==> src/rtl/ltc1406_capture_ctrl.sv <==
// LTC1406 front-end sequencer: power-up, wake wait, settle discard, then
// length-limited capture bursts onto a valid/ready sample port.
module ltc1406_capture_ctrl #(
  parameter int ENOB           = 7,
  parameter int WAKE_CYCLES    = 400,
  parameter int SETTLE_SAMPLES = 4,
  parameter int LEN_W          = 16
) (
  input  logic             i_sysclk_40,
  input  logic             i_rst_n,
  input  logic             i_enable,
  output logic             o_adc_rst,
  input  logic [ENOB-1:0]  i_adc_data,
  input  logic             i_adc_dv,
  input  logic             i_start,
  input  logic [LEN_W-1:0] i_len,
  output logic [ENOB-1:0]  o_data,
  output logic             o_valid,
  input  logic             i_ready,
  output logic             o_adc_ready,
  output logic             o_busy,
  output logic             o_done,
  output logic [7:0]       o_overrun_cnt,
  output logic [2:0]       o_dbg_state
);

  localparam int WAKE_W = $clog2(WAKE_CYCLES + 1);
  localparam int SET_W  = (SETTLE_SAMPLES > 0) ? $clog2(SETTLE_SAMPLES + 1) : 1;
  localparam logic [WAKE_W-1:0] WAKE_LOAD = WAKE_W'(WAKE_CYCLES - 1);
  localparam logic [SET_W-1:0]  SET_LOAD  = SET_W'(SETTLE_SAMPLES);

  typedef enum logic [2:0] {
    S_OFF     = 3'd0,
    S_WAKE    = 3'd1,
    S_SETTLE  = 3'd2,
    S_IDLE    = 3'd3,
    S_CAPTURE = 3'd4,
    S_DRAIN   = 3'd5
  } state_t;

  state_t             state_q, state_d;
  logic [WAKE_W-1:0]  wake_q, wake_d;
  logic [SET_W-1:0]   settle_q, settle_d;
  logic [LEN_W-1:0]   rem_q, rem_d;
  logic [ENOB-1:0]    data_d;
  logic               valid_d;
  logic               done_d;
  logic [7:0]         ovr_d;
  logic               can_load;

  // Output port is a one-deep register: a beat transfers when o_valid && i_ready
  // are both high at a clock edge; o_valid never depends on i_ready combinationally.
  // A new sample may enter whenever the register is empty or is being emptied.
  assign can_load    = !o_valid || i_ready;
  assign o_dbg_state = state_q;

  always_comb begin
    state_d  = state_q;
    wake_d   = wake_q;
    settle_d = settle_q;
    rem_d    = rem_q;
    data_d   = o_data;
    valid_d  = o_valid && !i_ready;
    done_d   = 1'b0;
    ovr_d    = o_overrun_cnt;

    if (state_q != S_OFF && !i_enable) begin
      state_d = S_OFF;
      valid_d = 1'b0;
    end else begin
      case (state_q)
        S_OFF: begin
          if (i_enable) begin
            state_d = S_WAKE;
            wake_d  = WAKE_LOAD;
          end
        end
        S_WAKE: begin
          if (wake_q == '0) begin
            if (SETTLE_SAMPLES == 0) begin
              state_d = S_IDLE;
            end else begin
              state_d  = S_SETTLE;
              settle_d = SET_LOAD;
            end
          end else begin
            wake_d = wake_q - 1'b1;
          end
        end
        S_SETTLE: begin
          if (i_adc_dv) begin
            settle_d = settle_q - 1'b1;
            if (settle_q == SET_W'(1)) state_d = S_IDLE;
          end
        end
        S_IDLE: begin
          if (i_start) begin
            if (i_len == '0) begin
              done_d = 1'b1;
            end else begin
              state_d = S_CAPTURE;
              rem_d   = i_len;
              ovr_d   = '0;
            end
          end
        end
        S_CAPTURE: begin
          if (i_adc_dv) begin
            rem_d = rem_q - 1'b1;
            if (can_load) begin
              data_d  = i_adc_data;
              valid_d = 1'b1;
            end else if (o_overrun_cnt != 8'hFF) begin
              ovr_d = o_overrun_cnt + 8'd1;
            end
            if (rem_q == LEN_W'(1)) state_d = S_DRAIN;
          end
        end
        S_DRAIN: begin
          if (can_load) begin
            done_d  = 1'b1;
            state_d = S_IDLE;
          end
        end
        default: state_d = S_OFF;
      endcase
    end
  end

  // Status outputs are registered from the next state so they line up with it.
  always_ff @(posedge i_sysclk_40) begin
    if (!i_rst_n) begin
      state_q       <= S_OFF;
      wake_q        <= '0;
      settle_q      <= '0;
      rem_q         <= '0;
      o_data        <= '0;
      o_valid       <= 1'b0;
      o_done        <= 1'b0;
      o_overrun_cnt <= '0;
      o_adc_rst     <= 1'b1;
      o_adc_ready   <= 1'b0;
      o_busy        <= 1'b0;
    end else begin
      state_q       <= state_d;
      wake_q        <= wake_d;
      settle_q      <= settle_d;
      rem_q         <= rem_d;
      o_data        <= data_d;
      o_valid       <= valid_d;
      o_done        <= done_d;
      o_overrun_cnt <= ovr_d;
      o_adc_rst     <= (state_d == S_OFF);
      o_adc_ready   <= (state_d inside {S_IDLE, S_CAPTURE, S_DRAIN});
      o_busy        <= (state_d inside {S_CAPTURE, S_DRAIN});
    end
  end

endmodule

==> config.mk <==
export PLATFORM = sky130hd
export DESIGN_NAME = ltc1406_capture_ctrl
export DESIGN_NICKNAME = d
export VERILOG_FILES = /design/src/rtl/ltc1406_capture_ctrl.sv
export SDC_FILE = /design/constraint.sdc
export NUM_CORES = 1
export LEC_CHECK = 0
export ABC_AREA = 1
export ABC_CLOCK_PERIOD_IN_PS = 1510
export CAP_MARGIN = 15
export CORE_ASPECT_RATIO = 0.6
export CORE_MARGIN = 1
export CORE_UTILIZATION = 49
export DETAILED_ROUTE_END_ITERATION = 7
export MAX_ROUTING_LAYER = met4
export PLACE_DENSITY = 0.86
export REMOVE_ABC_BUFFERS = 1
export SYNTH_ARGS = -nofsm -noshare
export SYNTH_HDL_FRONTEND = slang
export SYNTH_SLANG_ARGS = --single-unit
==> constraint.sdc <==
create_clock -name i_sysclk_40 -period 1.51 [get_ports i_sysclk_40]
set_input_delay 0.2265 -clock i_sysclk_40 [delete_from_list [all_inputs] [get_ports i_sysclk_40]]
set_output_delay 0.2265 -clock i_sysclk_40 [all_outputs]
set_load 0.01 [all_outputs]
==> impl_metrics.csv, run 1 <==
group,metric,value,unit
clock_network,numCtsBuffers,5,
worst_hold_path,min_from,"i_len[13]",
timing,fin_crit,1.61,ns
synthesis,async_flop_share,0,%
clock_network,htreeDepth,2,
power,power_frac_clock,19.5,%
timing,finalSetupViolCount,15,
timing,fmax,622,MHz
final_layout,nNetsFinal,666,
synthesis,netlist_instances,519,
floorplanning,core_region_area,0.00622,mm²
critical_path,crit_path_end_kind,"flip-flop",
placed_design,numPortBuffers,51,
synthesis,synth_ff_type,"dfxtp_1",
final_layout,multi_input_area,0.00213,mm²
critical_path,reg2reg_from,"o_dbg_state[2]",
synthesis,synth_top_area_share,31.8,%
global_route,grt_max_degree,20,
synthesis,mappedNetlistArea,0.00321,mm²
power,p_per_area,827,mW/mm²
critical_path,cp.required,1.72,ns
timing,fin_ws,-0.0968,ns
power,power_frac_seq,40.0,%
global_route,grt_overflow_total,0,
synthesis,yosysWarnings,0,
critical_path,startpoint,"o_dbg_state[2]",
critical_path,cp-start-kind,"flip-flop",
placed_design,dp_hpwl,7250,µm
timing,worstMarginPinSlew,0.294,ns
final_layout,syn2layout_area_growth,44.4,%
timing,timing.final.crit_share,106,%
job,max_cap_viol_count,0,
synthesis,synth-edff-count,0,
clock_network,path_clk_slew,0.09,ns
route,dr.pass1.iters,6,
clock_network,cts.sinks,51,
floorplanning,num_rows,22,
synthesis,syn_area_per_cell,6.18,µm²
timing,hold_violations,0,
timing,skew,0.0109,ns
power,leakagePower,2.19,nW
power,pwr-share-comb,40.5,%
timing,whs,0.319,ns
synthesis,yosys_register_bits,51,
synthesis,ys_seq_area_share,31.8,%
global_route,grt_pass1_vias,3458,
power,power_switching,0.00141,W
outcome,status,"finished with violations",
clock_network,ctsHoldBuffers,0,
power,p_int,0.00242,W
global_route,antenna_found_initial,0,
floorplanning,die_height,64.7,µm
timing,grt_setup_unrepaired,"yes",
power,finalPower,0.00383,W
final_layout,layout-drive-gt1-share,25.3,%
final_layout,regArea,0.00104,mm²
timing,slew_headroom,80.2,%
power,switching_share,36.7,%
critical_path,worstPathArrival,1.82,ns
global_route,grt_pass1_wl,15500,µm
floorplanning,io_pins,52,
power,peakVddDrop,0.480,mV
route,vias,3994,
synthesis,synth_commonest_cells,"nand2_1 (141), nor2_1 (102), inv_1 (55)",
timing,drv_slew,0,
synthesis,ys_top_cells_by_area,"dfxtp_1 (32%), nand2_1 (17%), nor2_1 (12%), inv_1 (6.4%), nand3_1 (5.5%)",
route,viasPerCell,5.60,
clock_network,cts_tree,"done",
synthesis,synth.most_common_cell,"nand2_1",
clock_network,cts_root_buf,"clkbuf_8",
route,drt_iter0_drc,452,
synthesis,ys_types,31,
route,routed_wl,11000,µm
floorplanning,dieArea,0.00688,mm²
floorplanning,die_w,106,µm
clock_network,clk_latency,0.30,ns
synthesis,synth_area_leader_cell,"dfxtp_1",
outcome,violations,"negative setup slack",
final_layout,fillers,484,
critical_path,crit_type,"flip-flop to flip-flop",
clock_network,cts_max_path_buffers,2,
critical_path,worstPathMaxFanout,8,
worst_hold_path,hold_path_class,"primary input to flip-flop",
route,ant_nets,0,
route,drcViolationCount,0,
global_route,grt_usage,29.3,%
final_layout,diodes,0,
placed_design,gp_congestion,0.933,
floorplanning,initial_utilization,51.5,%
route,wire_per_inst,15.4,µm
-- layout by cell type, fill, tap and decap left out, drive strengths merged --
cell type and count:
clkbuf 6, and2 1, clkdlybuf4s50 36, nand2 150
xor2 7, xnor2 3, or2 1, o211ai 1
o21ai 33, ha 7, nand3b 1, nor3 4
nand3 37, buf 65, nand4 8, o2111ai 1
dfxtp 51, a31oi 1, inv 59, dlymetal6s2s 9
a21oi 32, nor2 111, dlygate4sd2 5
-- final timing paths --
kind | depth (start not counted) | slack, ns | to
worst min register to register | 2 | 0.49 | o_data[5]
worst min-delay path | 5 | 0.32 | rem_q[13]
worst max register to register | 9 | -0.1 | rem_q[11]
worst max-delay path | 9 | -0.1 | rem_q[11]
-- state kept, by name, summed over array words and instances, names as in the netlist, 3 cells and up --
name and count:
o_overrun_cnt 8, o_dbg_state 3, settle_q 3, o_data 7, wake_q 9, rem_q 16
-- cell families (layout without fill, tap and decap cells) --
logic type / Yosys count / in the layout / share of synthesized area [%]
buf+inv: 70 / 180 / 8.82
fa+ha+maj: 7 / 7 / 2.73
flops: 51 / 51 / 31.8
simple gates: 313 / 313 / 42.6
compound gates: 68 / 68 / 11.3
xor+xnor: 10 / 10 / 2.73
-- layout make-up --
cell class	instances	area share, %
sequential	51	22.5
multi-input combinational	398	46.0
clock buffer	6	1.57
timing repair buffer	115	22.7
tap	84	2.27
inverter	59	4.89
-- metrics by stage --
stage | setup slack, ns | utilization, % | cell area, µm² | instances | setup TNS [ns]
6_report | -0.0968 | 74.5 | 4630 | 713 | -0.450
5_1_grt | -0.139 | 74.5 | 4630 | 713 | -2.52
4_1_cts | -0.00851 | 70.1 | 4360 | 710 | -0.0103
3_5_place_dp | -0.418 | 68.2 | 4240 | 704 | -11.33
3_3_place_gp | -0.318 | 68.2 | 4240 | 704 | -8.88
2_1_floorplan | -0.113 | - | 3150 | 508 | -0.972
-- layer usage --
layer | GRT usage, % | up-vias | wire length (µm)
met5 | - | - | 0
met4 | 6.51 | 0 | 471
met3 | 5.94 | 65 | 1210
met2 | 47.0 | 300 | 4780
met1 | 38.4 | 1770 | 4510
li1 | - | 1859 | -
-- worst max-delay path, cell delays in order, from the launching register on --
cell and delay (ns):
dfxtp_4 0.38, inv_4 0.10, nand2_4 0.06, nor2_4 0.23, nand2_2 0.14, a21oi_4 0.17
buf_4 0.20, nand2_1 0.08, nand2_1 0.10, nor2_1 0.05
-- repair_timing --
action,4_1_cts,5_1_grt
buffers inserted,0,3
pin swaps,2,33
gates resized for setup,27,82
setup endpoints to repair,50,51
-- power by group through the flow --
stage	combinational, W	clock, W	sequential [W]
floorplan	0.000724	0	0.00154
global placement	0.00120	0	0.00154
detailed placement	0.00125	0	0.00154
CTS	0.00129	0.000753	0.00151
global route	0.00166	0.000813	0.00154
finish	0.00155	0.000748	0.00153
No activity file was read; power rests on OpenSTA's default activity.
==> run 2: changes to the inputs <==
HOLD_SLACK_MARGIN = 0.05   (was default)
PLACE_DENSITY = 0.77   (was 0.86)
TNS_END_PERCENT = 1   (was default)
==> impl_metrics.csv, run 2 (synthesis results as in run 1) <==
group,metric,value,unit
floorplanning,io_pins,52,
critical_path,slowest_stage,"dfxtp_2",
clock_network,cts_max_path_buffers,2,
route,wl_met2,4290,µm
critical_path,crit_path_end_kind,"flip-flop",
timing,timing.final.crit_share,105,%
final_layout,mostFrequentLayoutCells,"nand2_1 (122), nor2_1 (87), buf_4 (55)",
clock_network,cts.sinks,51,
timing,drv_slew,0,
route,dr.pass1.iters,5,
placed_design,dp_hpwl,7000,µm
worst_hold_path,hold_path_class,"flip-flop to flip-flop",
global_route,antenna_found_initial,0,
final_layout,largest_register_ffs,16,
final_layout,fin_cells,719,
critical_path,r2r_slack,-0.07,ns
route,ant_nets,0,
floorplanning,initial_utilization,51.5,%
final_layout,layout-drive-gt1-share,26.9,%
route,viasPerCell,5.18,
power,peakVddDrop,0.549,mV
clock_network,path_clk_slew,0.10,ns
timing,finalSetupViolCount,24,
placed_design,numPortBuffers,51,
final_layout,final_design_area_no_fill,0.00470,mm²
timing,hold_violations,0,
outcome,violations,"negative setup slack",
job,max_cap_viol_count,0,
final_layout,layout_commonest_cell,"nand2_1",
route,drt_iter0_drc,317,
outcome,status,"finished with violations",
placed_design,dpl_cell_area,0.00424,mm²
critical_path,crit_type,"flip-flop to flip-flop",
critical_path,worstPathArrival,1.82,ns
route,vias,3725,
final_layout,top_regs,"rem_q: 16 flops, wake_q: 9 flops, o_overrun_cnt: 8 flops",
clock_network,cts_tree,"done",
global_route,grt_pass1_vias,3302,
critical_path,cp.required,1.75,ns
global_route,grt_max_degree,24,
global_route,grt_overflow_total,0,
power,p_per_area,805,mW/mm²
route,highest-signal-layer,"met4",
critical_path,startpoint,"wake_q[0]",
floorplanning,die_w,106,µm
clock_network,cts_root_buf,"clkbuf_8",
timing,grt_setup_unrepaired,"yes",
global_route,grt_usage,28.7,%
timing,fin_crit,1.58,ns
floorplanning,dieArea,0.00688,mm²
timing,worstMarginPinSlew,0.276,ns
timing,skew,0.00913,ns
final_layout,syn2layout_area_growth,46.6,%
worst_hold_path,min_from,"rem_q[15]",
critical_path,worstPathMaxFanout,6,
critical_path,cp-start-kind,"flip-flop",
route,met1_length,4790,µm
critical_path,reg2reg_from,"wake_q[0]",
final_layout,diodes,0,
clock_network,clk_latency,0.31,ns
clock_network,numCtsBuffers,5,
clock_network,ctsHoldBuffers,0,
placed_design,dp_cells,704,
timing,fin_ws,-0.0700,ns
critical_path,worstPathCellList,"inv_1 -> ha_1 -> nand2_1 -> nor2_2 -> nand2_2 -> nand3_4 -> nand2_4 -> buf_4 -> nand4_1 -> a21oi_2",
global_route,grt_pass1_wl,15300,µm
final_layout,nNetsFinal,670,
route,wire_per_inst,14.1,µm
route,dr_wl_met3,894,µm
route,drcViolationCount,0,
floorplanning,die_height,64.7,µm
placed_design,gp_congestion,0.890,
timing,fmax,633,MHz
critical_path,critPathMaxStageDelay,0.33,ns
power,leakagePower,2.16,nW
timing,slew_headroom,81.6,%
final_layout,regMostFlops,"rem_q",
floorplanning,num_rows,22,
clock_network,htreeDepth,2,
floorplanning,core_region_area,0.00622,mm²
route,routed_wl,10100,µm
run 2: power breakdown:
part	internal, W	leakage [nW]	switching (W)
clock	0.000319	0.0477	0.000481
combinational	0.000645	1.70	0.000818
sequential	0.00144	0.419	0.0000796
total	0.00241	2.16	0.00138
run 2: metrics by stage:
stage / setup TNS [ns] / util (%) / power [W] / setup WS [ns] / hold slack (ns)
global placement: -10.40 / 68.2 / 0.00276 / -0.315 / 0.463
floorplan: -0.972 / - / 0.00227 / -0.113 / 0.347
detailed placement: -11.98 / 68.2 / 0.00279 / -0.396 / 0.477
global route: -2.79 / 75.6 / 0.00400 / -0.120 / 0.514
CTS: -0.0919 / 70.4 / 0.00360 / -0.0412 / 0.491
finish: -0.808 / 75.6 / 0.00378 / -0.0700 / 0.493
run 2: path summary, 6_finish.rpt:
| path | endpoint | cells past startpoint |
|---|---|---|
| setup / recovery | wake_q[5] | 10 |
| hold / removal | rem_q[15] | 2 |
| setup reg to reg | wake_q[5] | 10 |
| hold reg to reg | rem_q[15] | 2 |
run 2: final cells by class:
type | count | area [µm²]
clock buffers | 5 | 68.8
clock inverters | 3 | 15.0
fillers | 476 | 1520
inverters | 59 | 224
multi-input cells | 399 | 2150
flip-flops and latches | 51 | 1040
well taps | 84 | 105
repair buffers | 118 | 1100
run 2: what timing repair did:
action | 4_1_cts | 5_1_grt
gates cloned | 0 | 2
gates resized for setup | 22 | 90
buffers inserted | 1 | 4
pin swaps | 1 | 33
endpoints found under the setup margin | 53 | 52
run 2: metal layers:
metal | GRT usage (%) | up-vias
li1 | - | 1867
met1 | 40.4 | 1666
met2 | 42.7 | 172
met3 | 5.53 | 20
met4 | 6.34 | 0
met5 | - | -
run 2: critical path: cells and delay by family, from the launching register on:
kind / cells / cell delay [ns]
simple gates: 6 / 0.61
flops: 1 / 0.33
compound gates: 1 / 0.21
fa+ha+maj: 1 / 0.19
buf+inv: 2 / 0.17
==> run 3: changes to the inputs <==
CAP_MARGIN = default   (was 15)
CORE_UTILIZATION = 54   (was 49)
CTS_CLUSTER_DIAMETER = 100   (was default)
DONT_BUFFER_PORTS = 1   (was default)
PLACE_DENSITY = 0.72   (was 0.77)
==> impl_metrics.csv, run 3 (synthesis results as in run 1) <==
group,metric,value,unit
outcome,status,"complete, no violations",
critical_path,slowest_stage,"dfxtp_4",
critical_path,worstPathMaxFanout,5,
timing,slew_headroom,70.6,%
critical_path,cp-start-kind,"flip-flop",
floorplanning,num_rows,21,
floorplanning,core_region_area,0.00565,mm²
clock_network,cts_root_buf,"clkbuf_8",
placed_design,gp_congestion,0.906,
clock_network,cts_max_path_buffers,2,
critical_path,r2r-end,"o_overrun_cnt[6]",
final_layout,syn2layout_area_growth,23.0,%
final_layout,largest_register_ffs,16,
route,vias,3473,
critical_path,cp.required,1.77,ns
critical_path,worstPathCellList,"nor2_4 -> nand2_2 -> nand2_4 -> nand2_2 -> nor2_4 -> nand2_2 -> nor2_4 -> nand3_1 -> a21oi_2",
worst_hold_path,hold_path_class,"primary input to flip-flop",
final_layout,final_design_area_no_fill,0.00394,mm²
route,wire_per_inst,14.5,µm
timing,fin_crit,1.50,ns
clock_network,htreeDepth,2,
global_route,antenna_found_initial,0,
critical_path,critPathMaxStageDelay,0.38,ns
floorplanning,die_w,101,µm
power,p_per_area,961,mW/mm²
critical_path,r2r_slack,0.005,ns
timing,worstMarginPinSlew,0.440,ns
timing,finalSetupViolCount,0,
clock_network,cts.sinks,51,
route,viasPerCell,5.35,
clock_network,path_clk_slew,0.09,ns
placed_design,dpl_cell_area,0.00360,mm²
final_layout,top_regs,"rem_q: 16 flops, wake_q: 9 flops, o_overrun_cnt: 8 flops",
timing,skew,0.00272,ns
critical_path,worst_r2r_path_depth,9,
timing,grt_setup_unrepaired,"yes",
floorplanning,initial_utilization,56.8,%
final_layout,fin_cells,649,
route,drt_iter0_drc,302,
placed_design,dp_cells,634,
worst_hold_path,hold_end,"o_data[3]",
route,drcViolationCount,0,
job,max_cap_viol_count,0,
placed_design,dp_hpwl,6700,µm
placed_design,numPortBuffers,0,
final_layout,layout_commonest_cell,"nand2_1",
floorplanning,die_height,61.7,µm
critical_path,crit_path_end_kind,"flip-flop",
worst_hold_path,min_from,"i_rst_n",
timing,drv_slew,0,
timing,fmax,665,MHz
clock_network,cts_tree,"done",
timing,timing.final.crit_share,99.7,%
final_layout,regMostFlops,"rem_q",
route,ant_nets,0,
critical_path,crit_type,"flip-flop to flip-flop",
final_layout,mostFrequentLayoutCells,"nand2_1 (133), nor2_1 (93), inv_1 (52)",
power,peakVddDrop,0.642,mV
global_route,grt_overflow_total,0,
route,dr.pass1.iters,6,
final_layout,diodes,0,
clock_network,clk_latency,0.31,ns
timing,fin_setup_tns,0,ns
timing,hold_violations,0,
final_layout,nNetsFinal,604,
final_layout,layout-drive-gt1-share,20.7,%
critical_path,worstPathArrival,1.76,ns
global_route,grt_pass1_wl,14000,µm
clock_network,numCtsBuffers,5,
floorplanning,dieArea,0.00626,mm²
critical_path,reg2reg_from,"o_dbg_state[1]",
route,routed_wl,9400,µm
worst_hold_path,holdPathStages,2,
global_route,grt_max_degree,17,
critical_path,cp_top_family,"simple AND/OR/NAND/NOR gates",
final_layout,fin_util,69.8,%
critical_path,path_buf_inv,0,
global_route,grt_usage,30.5,%
power,leakagePower,1.82,nW
global_route,grt_pass1_vias,2917,
floorplanning,io_pins,52,
-- run 3: area by class of cell --
cell class	instances	area, µm²
multi-input cells	399	2050
fillers	475	1710
flip-flops and latches	51	1030
repair buffers	52	424
inverters	59	225
well taps	80	100
clock buffers	6	82.6
clock inverters	2	35.0
-- run 3: layer usage --
layer  global-route usage [%]  share of wire, %
met4                     4.55               1.4
met5                        -                 0
met1                     45.5                50
met2                     40.8                39
met3                     8.28                10
-- run 3: stage by stage --
| step | setup WS [ns] | hold WS [ns] | power [W] |
|---|---|---|---|
| 2_1_floorplan | -0.113 | 0.347 | 0.00227 |
| 3_3_place_gp | 0.00121 | 0.355 | 0.00259 |
| 3_5_place_dp | -0.0875 | 0.369 | 0.00262 |
| 4_1_cts | -0.000478 | 0.0508 | 0.00364 |
| 5_1_grt | -0.112 | 0.0559 | 0.00399 |
| 6_report | 0.00516 | 0.0485 | 0.00379 |
-- run 3: where the power goes --
group          total [W]  switching [W]  internal, W
Sequential       0.00153      0.0000886      0.00144
Clock            0.00101       0.000478     0.000537
Combinational    0.00125       0.000744     0.000506
-- run 3: repair_timing --
item                                    in CTS  in global routing
endpoints found under the setup margin      29                 42
pin swaps                                    1                 13
setup buffers                                0                  2
gates resized for setup                      7                 47
gates cloned                                 0                  1
hold buffers                                 3                  1
endpoints found under the hold margin        8                  2
-- run 3: how the worst max path moves through the flow --
stage | startpoint | slack, ns | endpoint | cells after the start
after detailed placement | o_dbg_state[1] | -0.09 | o_data[2] | 7
after global placement | o_dbg_state[1] | 0.001 | o_data[6] | 7
after CTS | o_dbg_state[2] | -0.0005 | rem_q[1] | 8
final | o_dbg_state[1] | 0.005 | o_overrun_cnt[6] | 9
after floorplan | o_dbg_state[1] | -0.11 | o_overrun_cnt[1] | 8
after global routing | wake_q[1] | -0.11 | o_adc_ready | 13
-- run 3: worst register-to-register path, cell delays in order (launching register included) --
cell and delay (ns):
dfxtp_4 0.38, nor2_4 0.18, nand2_2 0.10, nand2_4 0.09, nand2_2 0.06, nor2_4 0.15, nand2_2 0.09, nor2_4 0.16
nand3_1 0.11, a21oi_2 0.12
